`src/rtl/ddr4_cmd_decoder.sv`:
```
// DDR4 command-bus decoder: re-encodes pin-level commands, tracks open rows per bank,
// schedules CL/CWL data-phase strobes and flags protocol errors. Optional macro: DDR4_DEC_TIMING_CHECK_EN.
module ddr4_cmd_decoder #(
  parameter int CL   = 16,
  parameter int CWL  = 12,
  parameter int TRCD = 16,
  parameter int TRP  = 16
) (
  input  logic        clk,
  input  logic        reset,
  input  logic        CKE,
  input  logic        CS_n,
  input  logic        ACT_n,
  input  logic        RAS_n_A16,
  input  logic        CAS_n_A15,
  input  logic        WE_n_A14,
  input  logic [1:0]  BG,
  input  logic [1:0]  BA,
  input  logic [13:0] ADDR,
  output logic        cmd_valid,
  output logic [2:0]  cmd,
  output logic [31:0] cmd_addr,
  output logic        rd_valid,
  output logic [31:0] rd_addr,
  output logic        wr_strobe,
  output logic [31:0] wr_addr,
  output logic        err_pulse,
  output logic [3:0]  err_status
);

  localparam logic [2:0] CMD_NOP = 3'd0;
  localparam logic [2:0] CMD_ACT = 3'd1;
  localparam logic [2:0] CMD_PRE = 3'd2;
  localparam logic [2:0] CMD_RD  = 3'd3;
  localparam logic [2:0] CMD_WR  = 3'd4;

  // Packed address layout: COL[7:0], ROW[21:8], BANK[23:22], BG[25:24]
  localparam int COL_LSB  = 0;
  localparam int ROW_LSB  = 8;
  localparam int BANK_LSB = 22;
  localparam int BG_LSB   = 24;

  typedef enum logic [2:0] {
    DEC_NOP,
    DEC_ACT,
    DEC_PRE,
    DEC_RD,
    DEC_WR,
    DEC_BAD
  } dec_e;

  function automatic logic [31:0] pack_addr(input logic [1:0]  bg,
                                            input logic [1:0]  ba,
                                            input logic [13:0] row,
                                            input logic [7:0]  col);
    logic [31:0] p;
    p = '0;
    p[BG_LSB +: 2]   = bg;
    p[BANK_LSB +: 2] = ba;
    p[ROW_LSB +: 14] = row;
    p[COL_LSB +: 8]  = col;
    return p;
  endfunction

  dec_e        dec;
  logic [3:0]  bank;
  logic        timing_err;

  logic        cmd_valid_q, cmd_valid_d;
  logic [2:0]  cmd_q, cmd_d;
  logic [31:0] cmd_addr_q, cmd_addr_d;
  logic        err_pulse_q, err_pulse_d;
  logic [3:0]  err_status_q, err_status_d;
  logic [15:0] open_q, open_d;
  logic [13:0] row_q [16];
  logic [13:0] row_d [16];

  // Stage 0 is loaded on the command edge, so stage N becomes visible N edges later
  logic        rd_vld_pipe_q  [CL+1];
  logic        rd_vld_pipe_d  [CL+1];
  logic [31:0] rd_addr_pipe_q [CL+1];
  logic [31:0] rd_addr_pipe_d [CL+1];
  logic        wr_vld_pipe_q  [CWL+1];
  logic        wr_vld_pipe_d  [CWL+1];
  logic [31:0] wr_addr_pipe_q [CWL+1];
  logic [31:0] wr_addr_pipe_d [CWL+1];

  assign bank = {BG, BA};

  always_comb begin
    dec = DEC_NOP;
    if (!CKE || CS_n) begin
      dec = DEC_NOP;
    end else if (!ACT_n) begin
      dec = DEC_ACT;
    end else begin
      case ({RAS_n_A16, CAS_n_A15, WE_n_A14})
        3'b010:  dec = DEC_PRE;
        3'b101:  dec = DEC_RD;
        3'b100:  dec = DEC_WR;
        3'b111:  dec = DEC_NOP;
        default: dec = DEC_BAD;
      endcase
    end
  end

`ifdef DDR4_DEC_TIMING_CHECK_EN
  localparam logic [7:0] TRCD_C = 8'(TRCD);
  localparam logic [7:0] TRP_C  = 8'(TRP);

  logic [7:0] act_cnt_q [16];
  logic [7:0] act_cnt_d [16];
  logic [7:0] pre_cnt_q [16];
  logic [7:0] pre_cnt_d [16];

  // Saturating since-ACT / since-PRE counters; a command restarts its own bank's counter at 0
  always_comb begin
    timing_err = 1'b0;
    for (int b = 0; b < 16; b++) begin
      act_cnt_d[b] = (act_cnt_q[b] == 8'hFF) ? 8'hFF : act_cnt_q[b] + 8'd1;
      pre_cnt_d[b] = (pre_cnt_q[b] == 8'hFF) ? 8'hFF : pre_cnt_q[b] + 8'd1;
    end
    case (dec)
      DEC_ACT: begin
        act_cnt_d[bank] = 8'd0;
        if (pre_cnt_q[bank] < TRP_C) timing_err = 1'b1;
      end
      DEC_PRE: pre_cnt_d[bank] = 8'd0;
      DEC_RD, DEC_WR: begin
        if (act_cnt_q[bank] < TRCD_C) timing_err = 1'b1;
      end
      default: ;
    endcase
  end

  always_ff @(posedge clk) begin
    if (reset) begin
      for (int b = 0; b < 16; b++) begin
        act_cnt_q[b] <= 8'hFF;
        pre_cnt_q[b] <= 8'hFF;
      end
    end else begin
      act_cnt_q <= act_cnt_d;
      pre_cnt_q <= pre_cnt_d;
    end
  end
`else
  assign timing_err = 1'b0;
`endif

  always_comb begin
    logic [3:0] err_new;
    logic       rd_push;
    logic       wr_push;
    err_new     = 4'b0000;
    rd_push     = 1'b0;
    wr_push     = 1'b0;
    cmd_valid_d = 1'b0;
    cmd_d       = CMD_NOP;
    cmd_addr_d  = '0;
    open_d      = open_q;
    row_d       = row_q;

    case (dec)
      DEC_ACT: begin
        cmd_valid_d = 1'b1;
        cmd_d       = CMD_ACT;
        cmd_addr_d  = pack_addr(BG, BA, ADDR, 8'h00);
        err_new[0]  = open_q[bank];
        open_d[bank] = 1'b1;
        row_d[bank]  = ADDR;
      end
      DEC_PRE: begin
        cmd_valid_d  = 1'b1;
        cmd_d        = CMD_PRE;
        cmd_addr_d   = pack_addr(BG, BA, 14'h0000, 8'h00);
        open_d[bank] = 1'b0;
      end
      DEC_RD, DEC_WR: begin
        cmd_valid_d = 1'b1;
        cmd_d       = (dec == DEC_RD) ? CMD_RD : CMD_WR;
        cmd_addr_d  = pack_addr(BG, BA, row_q[bank], ADDR[7:0]);
        err_new[1]  = ~open_q[bank];
        rd_push     = open_q[bank] && (dec == DEC_RD);
        wr_push     = open_q[bank] && (dec == DEC_WR);
      end
      DEC_BAD: err_new[2] = 1'b1;
      default: ;
    endcase

    err_new[3]   = timing_err;
    err_status_d = err_status_q | err_new;
    err_pulse_d  = |err_new;

    rd_vld_pipe_d[0]  = rd_push;
    rd_addr_pipe_d[0] = rd_push ? cmd_addr_d : 32'h0;
    for (int i = 1; i <= CL; i++) begin
      rd_vld_pipe_d[i]  = rd_vld_pipe_q[i-1];
      rd_addr_pipe_d[i] = rd_addr_pipe_q[i-1];
    end
    wr_vld_pipe_d[0]  = wr_push;
    wr_addr_pipe_d[0] = wr_push ? cmd_addr_d : 32'h0;
    for (int i = 1; i <= CWL; i++) begin
      wr_vld_pipe_d[i]  = wr_vld_pipe_q[i-1];
      wr_addr_pipe_d[i] = wr_addr_pipe_q[i-1];
    end
  end

  always_ff @(posedge clk) begin
    if (reset) begin
      cmd_valid_q  <= 1'b0;
      cmd_q        <= CMD_NOP;
      cmd_addr_q   <= '0;
      err_pulse_q  <= 1'b0;
      err_status_q <= 4'b0000;
      open_q       <= '0;
      for (int b = 0; b < 16; b++) row_q[b] <= '0;
      for (int i = 0; i <= CL; i++) begin
        rd_vld_pipe_q[i]  <= 1'b0;
        rd_addr_pipe_q[i] <= '0;
      end
      for (int i = 0; i <= CWL; i++) begin
        wr_vld_pipe_q[i]  <= 1'b0;
        wr_addr_pipe_q[i] <= '0;
      end
    end else begin
      cmd_valid_q    <= cmd_valid_d;
      cmd_q          <= cmd_d;
      cmd_addr_q     <= cmd_addr_d;
      err_pulse_q    <= err_pulse_d;
      err_status_q   <= err_status_d;
      open_q         <= open_d;
      row_q          <= row_d;
      rd_vld_pipe_q  <= rd_vld_pipe_d;
      rd_addr_pipe_q <= rd_addr_pipe_d;
      wr_vld_pipe_q  <= wr_vld_pipe_d;
      wr_addr_pipe_q <= wr_addr_pipe_d;
    end
  end

  assign cmd_valid  = cmd_valid_q;
  assign cmd        = cmd_q;
  assign cmd_addr   = cmd_addr_q;
  assign err_pulse  = err_pulse_q;
  assign err_status = err_status_q;
  assign rd_valid   = rd_vld_pipe_q[CL];
  assign rd_addr    = rd_addr_pipe_q[CL];
  assign wr_strobe  = wr_vld_pipe_q[CWL];
  assign wr_addr    = wr_addr_pipe_q[CWL];

endmodule

```
`config.mk`:
```
export PLATFORM = sky130hd
export DESIGN_NAME = ddr4_cmd_decoder
export DESIGN_NICKNAME = d
export VERILOG_FILES = /design/src/rtl/ddr4_cmd_decoder.sv
export SDC_FILE = /design/constraint.sdc
export NUM_CORES = 1
export LEC_CHECK = 0
export CAP_MARGIN = 20
export CORE_UTILIZATION = 40
export DETAILED_ROUTE_END_ITERATION = 8
export PLACE_DENSITY = 0.68
export SLEW_MARGIN = 25
export SYNTH_ARGS = -nofsm -noshare
export SYNTH_HDL_FRONTEND = slang
export SYNTH_SLANG_ARGS = --single-unit
```
`constraint.sdc`:
```
create_clock -name clk -period 3 [get_ports clk]
set_clock_uncertainty 0.1 [all_clocks]
set_input_delay 0.6 -clock clk [delete_from_list [all_inputs] [get_ports clk]]
set_output_delay 0.6 -clock clk [all_outputs]
set_load 0.01 [all_outputs]
```
==> flow_summary.html <==
<table>
<tr><th>Metric</th><th>Value</th></tr>
<tr><th colspan="2">Outcome</th></tr>
<tr><td>Run status</td><td>finished, final reports clean</td></tr>
<tr><th colspan="2">Routing</th></tr>
<tr><td>Drt wl/cell</td><td>13.9 um</td></tr>
<tr><td>Final wirelength</td><td>57,800 um</td></tr>
<tr><td>Detailed-routing iteration count for the pre-antenna-repair pass</td><td>5</td></tr>
<tr><td>Drt first-iter violations</td><td>1,012</td></tr>
<tr><td>Number of remaining DRC errors</td><td>0</td></tr>
<tr><td>Count of nets left with antenna violations after detail routing</td><td>0</td></tr>
<tr><td>Drt via density</td><td>4.41</td></tr>
<tr><td>Vias post-DR</td><td>18,400</td></tr>
<tr><th colspan="2">Pwr</th></tr>
<tr><td>Leakage power total</td><td>14.7 nW</td></tr>
<tr><td>Maximum VDD drop</td><td>0.499 mV</td></tr>
<tr><td>Power Dens Cells</td><td>729 nW/um^2</td></tr>
<tr><td>Overall power consumption</td><td>28.8 mW</td></tr>
<tr><th colspan="2">Worst setup path</th></tr>
<tr><td>Worst path arrival time</td><td>1740 ps</td></tr>
<tr><td>Cell family with the largest share of critical-path delay</td><td>buffers and inverters</td></tr>
<tr><td>Kind of start point of the critical path</td><td>flip-flop</td></tr>
<tr><td>Worst EP required</td><td>2300 ps</td></tr>
<tr><td>Total buffers and inverters traversed by the critical path</td><td>1</td></tr>
<tr><td>Number of cells on the critical path</td><td>1</td></tr>
<tr><td>Endpoint type of the worst setup path</td><td>output port</td></tr>
<tr><td>Peak per-stage delay on the critical path</td><td>640 ps</td></tr>
<tr><td>Critical setup path kind</td><td>flip-flop to output port</td></tr>
<tr><td>Critical Path Fanout Max</td><td>2</td></tr>
<tr><td>Series of cell instances along the critical path</td><td>clkdlybuf4s50_1</td></tr>
<tr><td>Logic depth of the worst register-to-register path</td><td>4</td></tr>
<tr><td>Slowest-stage cell, CP</td><td>clkdlybuf4s50_1</td></tr>
<tr><th colspan="2">Clock network</th></tr>
<tr><td>Hold buffers post-CTS</td><td>0</td></tr>
<tr><td>Post-CTS setup buffer count</td><td>0</td></tr>
<tr><td>Buffer type at the clock tree root</td><td>clkbuf_16</td></tr>
<tr><td>Cts bufs inserted</td><td>106</td></tr>
<tr><td>Resized Gates After CTS</td><td>0</td></tr>
<tr><td>Clock transition at the registers of the reported paths</td><td>60 ps</td></tr>
<tr><td>Htree depth</td><td>3</td></tr>
<tr><td>Clock tree from TritonCTS</td><td>done</td></tr>
<tr><td>Num Clock Sinks</td><td>1,084</td></tr>
<tr><td>Worst-skew pair later-pin latency</td><td>680 ps</td></tr>
<tr><td>Maximum count of clock buffers along a single path</td><td>3</td></tr>
<tr><th colspan="2">Synth</th></tr>
<tr><td>Most used flip-flop cell after synthesis</td><td>dfxtp_1</td></tr>
<tr><td>Largest area contributor in the synthesized netlist</td><td>dfxtp_1</td></tr>
<tr><td>Synthesized instance count</td><td>2,918</td></tr>
<tr><td>Seq cells post-synth</td><td>1,084</td></tr>
<tr><td>Main area contributors after synthesis</td><td>dfxtp_1, nor2b_1, mux4_2</td></tr>
<tr><td>Synthesized area divided by synthesized cell count</td><td>11.4 um^2</td></tr>
<tr><td>Post-synth top area share</td><td>65.0%</td></tr>
<tr><td>Count of unique library cells instantiated by Yosys</td><td>47</td></tr>
<tr><td>Post-Synthesis Cell Area</td><td>33,400 um^2</td></tr>
<tr><td>Post-synthesis async set-or-reset flop share</td><td>0%</td></tr>
<tr><td>Number of warnings printed during yosys synthesis</td><td>0</td></tr>
<tr><td>EDFF count, synth</td><td>0</td></tr>
<tr><td>Register area share after synthesis</td><td>65.0%</td></tr>
<tr><th colspan="2">Global route</th></tr>
<tr><td>Global route overflow</td><td>0</td></tr>
<tr><td>First-pass GRT wire length</td><td>94,100 um</td></tr>
<tr><td>Number of global-route vias before repair</td><td>17,500</td></tr>
<tr><td>Largest net degree at the start of global routing</td><td>209</td></tr>
<tr><td>GRT Util Overall</td><td>13.7%</td></tr>
<tr><td>Initial antenna violation count</td><td>1</td></tr>
<tr><th colspan="2">Timing</th></tr>
<tr><td>Post-route setup TNS</td><td>0 ps</td></tr>
<tr><td>Count of final setup violators</td><td>0</td></tr>
<tr><td>Worst max-slew margin expressed relative to the limit</td><td>35.4%</td></tr>
<tr><td>Fmax</td><td>0.409 GHz</td></tr>
<tr><td>Final Critical Period</td><td>2440 ps</td></tr>
<tr><td>Final Max Slew Viols</td><td>0</td></tr>
<tr><td>Least-Margin Pin Slew</td><td>969 ps</td></tr>
<tr><td>Number of hold-slack violations in the final timing report</td><td>0</td></tr>
<tr><td>Final WS setup</td><td>556 ps</td></tr>
<tr><td>Fraction of the cycle the final worst path needs</td><td>81.5%</td></tr>
<tr><td>Unrepaired setup endpoints after global routing</td><td>no</td></tr>
<tr><th colspan="2">Cells and area</th></tr>
<tr><td>Final standard cell utilization of the core</td><td>48.0%</td></tr>
<tr><td>Fin area</td><td>39,500 um^2</td></tr>
<tr><td>Antenna Cells</td><td>0</td></tr>
<tr><td>Layout overhead on the synthesized area</td><td>18.4%</td></tr>
<tr><td>Fraction of layout cells with a size suffix above 1</td><td>11.3%</td></tr>
<tr><td>Number of nets in the finished design</td><td>3,032</td></tr>
<tr><th colspan="2">Placed design</th></tr>
<tr><td>Cell area reported after detailed placement</td><td>35,800 um^2</td></tr>
<tr><td>Placement-stage worst setup slack</td><td>104 ps</td></tr>
<tr><td>RD Place Congestion</td><td>0.793</td></tr>
<tr><td>Estimated wirelength of the detail-placed design</td><td>33,900 um</td></tr>
<tr><td>Input/output buffers</td><td>113</td></tr>
<tr><th colspan="2">Floorplan</th></tr>
<tr><td>Number of top-level design ports</td><td>133</td></tr>
<tr><td>Starting Density</td><td>40.5%</td></tr>
<tr><td>Area enclosed by the die boundary</td><td>84,600 um^2</td></tr>
<tr><td>Die outline height</td><td>291 um</td></tr>
<tr><td>Area of the core</td><td>82,400 um^2</td></tr>
<tr><td>Number of standard-cell rows in the floorplan</td><td>105</td></tr>
<tr><td>Horizontal extent of the die</td><td>291 um</td></tr>
<tr><th colspan="2">Min path</th></tr>
<tr><td>Depth of the worst hold-timing path</td><td>2</td></tr>
<tr><td>Path type of the worst min-delay path</td><td>primary input to flip-flop</td></tr>
<tr><th colspan="2">Job</th></tr>
<tr><td>Max-cap check violation count</td><td>0</td></tr>
</table>
## flip-flops by register name, indices dropped and copies added, names as in the netlist, 3 cells and up, named ones only
register,count
row_q,224
rd_addr,26
wr_vld_pipe_d,12
err_status,3
wr_addr,26
rd_vld_pipe_d,16
cmd_addr,26
wr_addr_pipe_d,312
rd_addr_pipe_d,416
cmd,3
## per-stage QoR
step,cells,hold slack [ps]
after floorplan,2936,314
after global placement,3968,316
after detailed placement,3968,320
after CTS,4161,170
after global routing,4161,191
final,4161,216
## logic make-up (layout without fill, tap and decap cells)
| kind of cell | Yosys count | in the layout | share of synthesized area, % |
|---|---|---|---|
| AND/OR/NAND/NOR | 1250 | 1250 | 20.6 |
| XOR/XNOR | 1 | 1 | 0.0262 |
| flip-flops | 1084 | 1084 | 65.0 |
| other | 1 | 19 | 0.0112 |
| AO/OA/AOI/OAI | 156 | 156 | 3.04 |
| buffers and inverters | 224 | 379 | 3.07 |
| multiplexers | 202 | 202 | 8.28 |
## worst reg2reg max path: cells and delay by family, from the launching register on
family,cells,cell delay [ps]
flops,1,320
compound gates,1,510
simple gates,1,110
mux,2,790
## cells in the final DEF (no fill, tap or decap), drive strengths merged, types with 2 or more instances in the layout
cell and n:
dfxtp 1084, nor2b 761, nand2 214, nor2 200
clkbuf 152, mux2i 130, clkdlybuf4s50 109, a21oi 101
buf 71, mux4 58, and2 34, clkinv 25
conb 19, o22ai 14, mux2 14, a22o 14
a221oi 13, bufinv 12, nor3 9, nand3 8
nand2b 7, inv 7, nand3b 5, a31oi 3
o21ai 3, clkinvlp 3, or3 3, a211oi 2
and3 2, nand4 2, or3b 2
## power breakdown
part           switching (mW)  leakage, nW  internal, mW  total (mW)
registers              0.0132         8.73          14.4        14.4
logic                   0.455         4.12         0.182       0.637
clock network            5.49         1.83          8.25        13.7
## synthesized netlist by cell type, drive strengths merged (2+ instances only)
cell and number:
a211oi 2, a21oi 101, a221oi 13, a22o 14, a31oi 3, and2 34
and3 2, buf 71, clkbuf 147, dfxtp 1084, inv 6, mux2 14
mux2i 130, mux4 58, nand2 214, nand2b 7, nand3 8, nand3b 5
nand4 2, nor2 200, nor2b 761, nor3 9, o21ai 3, o22ai 14
or3 3, or3b 2
## per-layer routing
layer | wire length (um) | track usage, % | vias up
met5 | 11 | 0 | -
met1 | 26100 | 17.5 | 8407
met3 | 3190 | 2.99 | 118
li1 | - | - | 9422
met2 | 27100 | 22.8 | 417
met4 | 1410 | 4.98 | 2
## worst paths after layout
| path | startpoint | slack [ps] | to |
|---|---|---|---|
| hold reg to reg | rd_addr_pipe_d[356]$_SDFF_PP0_ | 300 | rd_addr_pipe_d[324]$_SDFF_PP0_ |
| setup reg to reg | row_q[68]$_SDFFE_PP0P_ | 1000 | cmd_addr[20]$_SDFF_PP0_ |
| hold / removal | reset | 220 | err_status[2]$_SDFF_PP0_ |
| setup / recovery | err_status[0]$_SDFF_PP0_ | 560 | err_status[0] |
## area by class of cell
cell class                 instances  area (um^2)
clock buffer                     152         3100
sequential                      1084        21700
fill                            7294        42800
multi-input combinational       1628        10700
tap                             1070         1340
inverter                           6         22.5
timing repair buffer             180         2000
clock inverter                    41          651
(Power assumes the default switching activity.)
